===== config.mk =====
export PLATFORM = sky130hd
export DESIGN_NAME = piso_serializer_flat
export DESIGN_NICKNAME = d
export VERILOG_FILES = /design/src/rtl/piso_pkg.sv /design/src/rtl/piso_serializer_if.sv /design/src/rtl/piso_serializer.sv /design/src/flat_wrapper.sv
export SDC_FILE = /design/constraint.sdc
export NUM_CORES = 1
export LEC_CHECK = 0
export ABC_AREA = 1
export CORE_AREA = 2 2 39 41
export CTS_CLUSTER_SIZE = 10
export DETAILED_ROUTE_END_ITERATION = 16
export DIE_AREA = 0 0 41 43
export GPL_TIMING_DRIVEN = 0
export RECOVER_POWER = 25
export SLEW_MARGIN = 20
export SYNTH_ARGS = -nofsm -noshare
export SYNTH_HDL_FRONTEND = slang
export SYNTH_SLANG_ARGS = --single-unit

===== constraint.sdc =====
create_clock -name clk -period 3.6 [get_ports clk]
set_clock_uncertainty 0.2 [all_clocks]
set_input_delay 0.72 -clock clk [delete_from_list [all_inputs] [get_ports clk]]
set_output_delay 0.72 -clock clk [all_outputs]
set_load 0.03 [all_outputs]

===== src/rtl/piso_pkg.sv =====
// Shared types and constants for the parallel-in/serial-out serializer.
// The optional parity bit is controlled by the PISO_PARITY_EN macro.
package piso_pkg;

    localparam int DEFAULT_WIDTH = 4;

    // PARITY is reached only when PISO_PARITY_EN is defined.
    typedef enum logic [1:0] {
        IDLE   = 2'd0,
        SHIFT  = 2'd1,
        PARITY = 2'd2
    } state_t;

endpackage


===== src/rtl/piso_serializer_if.sv =====
// Load handshake and serial output bundle for piso_serializer.
// Handshake: a word transfers on a rising edge where load_valid && load_ready;
// load_ready never depends on load_valid, and load_valid while !load_ready is ignored.
interface piso_serializer_if
    import piso_pkg::*;
#(
    parameter int WIDTH = DEFAULT_WIDTH
);

    logic             load_valid;
    logic [WIDTH-1:0] load_data;
    logic             load_ready;
    logic             dout;
    logic             dout_valid;
    logic             frame_start;
    logic             busy;
    state_t           dbg_state;

    modport master (
        output load_valid,
        output load_data,
        input  load_ready,
        input  dout,
        input  dout_valid,
        input  frame_start,
        input  busy,
        input  dbg_state
    );

    modport slave (
        input  load_valid,
        input  load_data,
        output load_ready,
        output dout,
        output dout_valid,
        output frame_start,
        output busy,
        output dbg_state
    );

endinterface


===== src/rtl/piso_serializer.sv =====
// Parallel-in/serial-out serializer, MSB first, back-to-back capable.
// Define PISO_PARITY_EN to append one even-parity bit after each frame.
module piso_serializer
    import piso_pkg::*;
#(
    parameter int WIDTH = DEFAULT_WIDTH
) (
    input  logic              clk,
    input  logic              rst_n,
    piso_serializer_if.slave  bus
);

    localparam int CW = $clog2(WIDTH);

    state_t            state, state_next;
    logic [CW-1:0]     cnt, cnt_next;
    // Holds only the bits still to be sent; the MSB goes straight to dout.
    logic [WIDTH-2:0]  shreg, shreg_next;
    logic              dout_q, dout_next;
    logic              valid_q, valid_next;
    logic              start_q, start_next;
    logic              busy_q, busy_next;
    logic              last_data;
    logic              transfer;
`ifdef PISO_PARITY_EN
    logic              par, par_next;
`endif

    assign last_data = (state == SHIFT) && (cnt == '0);

`ifdef PISO_PARITY_EN
    assign bus.load_ready = (state == IDLE) || (state == PARITY);
`else
    assign bus.load_ready = (state == IDLE) || last_data;
`endif

    assign transfer        = bus.load_valid && bus.load_ready;
    assign bus.dout        = dout_q;
    assign bus.dout_valid  = valid_q;
    assign bus.frame_start = start_q;
    assign bus.busy        = busy_q;
    assign bus.dbg_state   = state;

    always_comb begin
        state_next = state;
        cnt_next   = cnt;
        shreg_next = shreg;
        dout_next  = 1'b0;
        valid_next = 1'b0;
        start_next = 1'b0;
`ifdef PISO_PARITY_EN
        par_next   = par;
`endif
        unique case (state)
            IDLE: begin
                state_next = IDLE;
            end
            SHIFT: begin
                if (cnt != '0) begin
                    cnt_next   = cnt - CW'(1);
                    shreg_next = shreg << 1;
                    dout_next  = shreg[WIDTH-2];
                    valid_next = 1'b1;
                end else begin
`ifdef PISO_PARITY_EN
                    state_next = PARITY;
                    dout_next  = par;
                    valid_next = 1'b1;
`else
                    state_next = IDLE;
`endif
                end
            end
            default: begin
                state_next = IDLE;
            end
        endcase
        // A transfer starts a new frame, overriding the end-of-frame return to IDLE.
        if (transfer) begin
            state_next = SHIFT;
            cnt_next   = CW'(WIDTH - 1);
            shreg_next = bus.load_data[WIDTH-2:0];
            dout_next  = bus.load_data[WIDTH-1];
            valid_next = 1'b1;
            start_next = 1'b1;
`ifdef PISO_PARITY_EN
            par_next   = ^bus.load_data;
`endif
        end
        busy_next = (state_next != IDLE);
    end

    always_ff @(posedge clk) begin
        if (!rst_n) begin
            state   <= IDLE;
            cnt     <= '0;
            shreg   <= '0;
            dout_q  <= 1'b0;
            valid_q <= 1'b0;
            start_q <= 1'b0;
            busy_q  <= 1'b0;
`ifdef PISO_PARITY_EN
            par     <= 1'b0;
`endif
        end else begin
            state   <= state_next;
            cnt     <= cnt_next;
            shreg   <= shreg_next;
            dout_q  <= dout_next;
            valid_q <= valid_next;
            start_q <= start_next;
            busy_q  <= busy_next;
`ifdef PISO_PARITY_EN
            par     <= par_next;
`endif
        end
    end

endmodule

===== src/flat_wrapper.sv =====
// flat-port wrapper written by rule: the top's interface ports become plain ports
module piso_serializer_flat import piso_pkg::*;
#(
    parameter int WIDTH = DEFAULT_WIDTH
)
  (clk, rst_n, bus_load_valid, bus_load_data, bus_load_ready, bus_dout, bus_dout_valid, bus_frame_start, bus_busy, bus_dbg_state);
  piso_serializer_if #(.WIDTH(WIDTH)) bus_i ();
  input  logic clk;
  input  logic rst_n;
  input wire logic [$bits(bus_i.load_valid)-1:0] bus_load_valid;
  input wire logic [$bits(bus_i.load_data)-1:0] bus_load_data;
  output wire logic [$bits(bus_i.load_ready)-1:0] bus_load_ready;
  output wire logic [$bits(bus_i.dout)-1:0] bus_dout;
  output wire logic [$bits(bus_i.dout_valid)-1:0] bus_dout_valid;
  output wire logic [$bits(bus_i.frame_start)-1:0] bus_frame_start;
  output wire logic [$bits(bus_i.busy)-1:0] bus_busy;
  output wire logic [$bits(bus_i.dbg_state)-1:0] bus_dbg_state;
  assign bus_i.load_valid = bus_load_valid;
  assign bus_i.load_data = bus_load_data;
  assign bus_load_ready = bus_i.load_ready;
  assign bus_dout = bus_i.dout;
  assign bus_dout_valid = bus_i.dout_valid;
  assign bus_frame_start = bus_i.frame_start;
  assign bus_busy = bus_i.busy;
  assign bus_dbg_state = bus_i.dbg_state;
  piso_serializer #(.WIDTH(WIDTH)) u_core (.clk(clk), .rst_n(rst_n), .bus(bus_i));
endmodule

==> impl_metrics.env <==
export IMPL_drtIter0Drc=6
export IMPL_max_cap_violations=0
export IMPL_top_usage_layer="met2"
export IMPL_synth_fp_nets=65
export IMPL_initial_utilization_pct=34.36
export IMPL_finalSetupViolations=0
export IMPL_synth_cells=57
export IMPL_gp_congestion=0.6797
export IMPL_combPwrFrac_pct=16.9
export IMPL_synth_avg_cell_area_um2=8.341
export IMPL_grt_pass1_wl_mm=1.380
export IMPL_final_period_utilization_pct=71.23
export IMPL_wl_per_cell_um=9.044
export IMPL_criticalPathCategory="flop to output port"
export IMPL_dieWidth_um=41
export IMPL_hold_buffers=0
export IMPL_boundaryPins=14
export IMPL_clk_pin_slew_ns=0.07
export IMPL_leakagePower_uw=0.0002837
export IMPL_vias=391
export IMPL_tns_ns=0
export IMPL_synth_cell_types=18
export IMPL_cts_tree="yes"
export IMPL_grt_use_met1_pct=14.66
export IMPL_swShare_pct=25.85
export IMPL_rsz0062_at_grt="no"
export IMPL_root_buffer="clkbuf_4"
export IMPL_die_h_um=43
export IMPL_cpPeakStageDelay_ns=0.59
export IMPL_crit_chain="inv_1 -> ha_1 -> nor2_2 -> nor2_1 -> clkdlybuf4s50_1"
export IMPL_antenna_found_initial=0
export IMPL_fin_total_pwr_uw=257.1
export IMPL_crit_required_ns=2.68
export IMPL_drv_slew=0
export IMPL_firstDrtPassIters=4
export IMPL_coreArea_um2=1384
export IMPL_cts_resized=0
export IMPL_drtAntennaViolNets=0
export IMPL_peakVddDrop_uv=193.0
export IMPL_worstPathArrival_ns=1.64
export IMPL_viasPerCell=4.344
export IMPL_rows=14
export IMPL_layout_nets=83
export IMPL_layout_common_cells="clkdlybuf4s50_1 (12), dfxtp_1 (11), nand2_1 (9)"
export IMPL_grt_max_degree=9
export IMPL_p_switching_uw=66.46
export IMPL_clk_path_buf_depth=2
export IMPL_status="finished clean"
export IMPL_use_met3_pct=1.571
export IMPL_p_int_uw=190.6
export IMPL_die_area_um2=1763
export IMPL_drive_above_1_share_pct=20.27
export IMPL_drc=0
export IMPL_ys_seq_elements=11
export IMPL_mostFrequentLayoutCell="clkdlybuf4s50_1"
export IMPL_portBuffers=13
export IMPL_sequentialPowerShare_pct=51.4
export IMPL_htree_levels=1
export IMPL_grt_overflow=0
export IMPL_synthToLayoutAreaGrowth_pct=35.53
export IMPL_grt_use_met2_pct=16.88
export IMPL_clock_sinks=11
export IMPL_start_kind="flop"
export IMPL_grt_pass1_vias=347
export IMPL_ys_seq_area_share_pct=46.32
export IMPL_cp_end_kind="output port"
export IMPL_antenna_cells=0
export IMPL_final_hold_violation_count=0
export IMPL_crit_path_max_fanout=3
export IMPL_insertion_delay_ns=0.26
export IMPL_post_route_min_period_ns=2.564
export IMPL_crit_slowest_cell="clkdlybuf4s50_1"
export IMPL_numCtsBuffers=3
export IMPL_fmaxAchievable_ghz=0.3900
export IMPL_grt_usage_pct=11.49
export IMPL_powerDensity_nw_per_um2=398.9
export IMPL_nFillCells=145
export IMPL_dp_hpwl_um=625.6
export IMPL_synth_area_um2=475.5
export IMPL_pwr_share_clk_pct=31.7
export IMPL_worstHoldPathType="flop to flop"
export IMPL_yosysWarnings=0
export IMPL_postCtsSetupRepairBufs=0
export IMPL_wl_um=814
[metal layers]
metal / wire length, um / share of wire [%]
met5: 0 / 0
met3: 43 / 5.3
met2: 363 / 45
met4: 19 / 2.3
met1: 387 / 48
[logic make-up (layout without fill, tap and decap cells)]
logic type	after synthesis	count (layout)	synth area share [%]
and+or+nand+nor	28	28	32.89
buffers and inverters	9	26	7.105
other	1	1	0.7887
AOI/OAI and AO/OA	7	7	10.26
adders and majority gates	1	1	2.631
DFF	11	11	46.32
[sequential cells by signal (all words and copies together) (netlist names)]
register and count:
u_core.bus.dout 1, u_core.shreg 3, u_core.bus.dbg_state 2, u_core.bus.dout_valid 1, u_core.bus.busy 1, u_core.cnt 2, u_core.bus.frame_start 1
[path summary, 6_finish.rpt]
kind                   start         endpoint  slack, ns  cells past startpoint
max            u_core.cnt[0]   bus_load_ready       1.04                      5
min          u_core.shreg[0]  u_core.shreg[0]       0.27                      2
max reg2reg    u_core.cnt[0]  u_core.shreg[2]       2.06                      8
min reg2reg  u_core.shreg[0]  u_core.shreg[0]       0.27                      2
[layout make-up]
type	instances	area (um^2)	area share, %
clock buffers	4	26.28	4.078
inverters	9	33.78	5.243
multi-input cells	37	214.0	33.20
flip-flops and latches	11	220.2	34.17
well taps	16	20.02	3.107
repair buffers	13	130.1	20.19
[synthesized netlist by cell type]
library cell	count	area (um^2)
a21oi_1	3	15.01
a21oi_2	2	17.52
conb_1	1	3.750
dfxtp_1	11	220.2
ha_1	1	12.51
inv_1	8	30.03
inv_2	1	3.750
nand2_1	9	33.78
nand2_2	4	25.02
nand3_1	3	15.01
nand3_2	1	10.01
nand3_4	1	17.52
nand4_1	2	12.51
nor2_1	5	18.77
nor2_2	2	12.51
nor2_4	1	11.26
o21ai_2	1	8.760
o21bai_1	1	7.510
[through the flow]
step / cells / util [%] / area [um^2] / hold slack, ns / setup slack [ns]
2_1_floorplan: 57 / - / 475.5 / 0.2395 / 1.713
3_3_place_gp: 86 / 45.21 / 625.6 / 0.2531 / 1.313
3_5_place_dp: 86 / 45.21 / 625.6 / 0.2579 / 1.303
4_1_cts: 90 / 47.11 / 651.9 / 0.2690 / 1.020
5_1_grt: 90 / 46.56 / 644.4 / 0.2924 / 0.9388
6_report: 90 / 46.56 / 644.4 / 0.2699 / 1.036
[critical path: cells and delay by family, from the launching register on]
kind	cells	cell delay, ns
fa+ha+maj	1	0.21
simple gates	2	0.19
buf+inv	2	0.64
flops	1	0.35
[power groups by stage]
stage	logic, uW	registers (uW)	clock network [uW]
after floorplan	20.7	141	0
after global placement	44.7	135	0
after detailed placement	45.0	135	0
after CTS	45.2	132	84.0
after global routing	48.3	133	90.8
final	43.5	132	81.5
No activity file was read; power rests on OpenSTA's default activity.
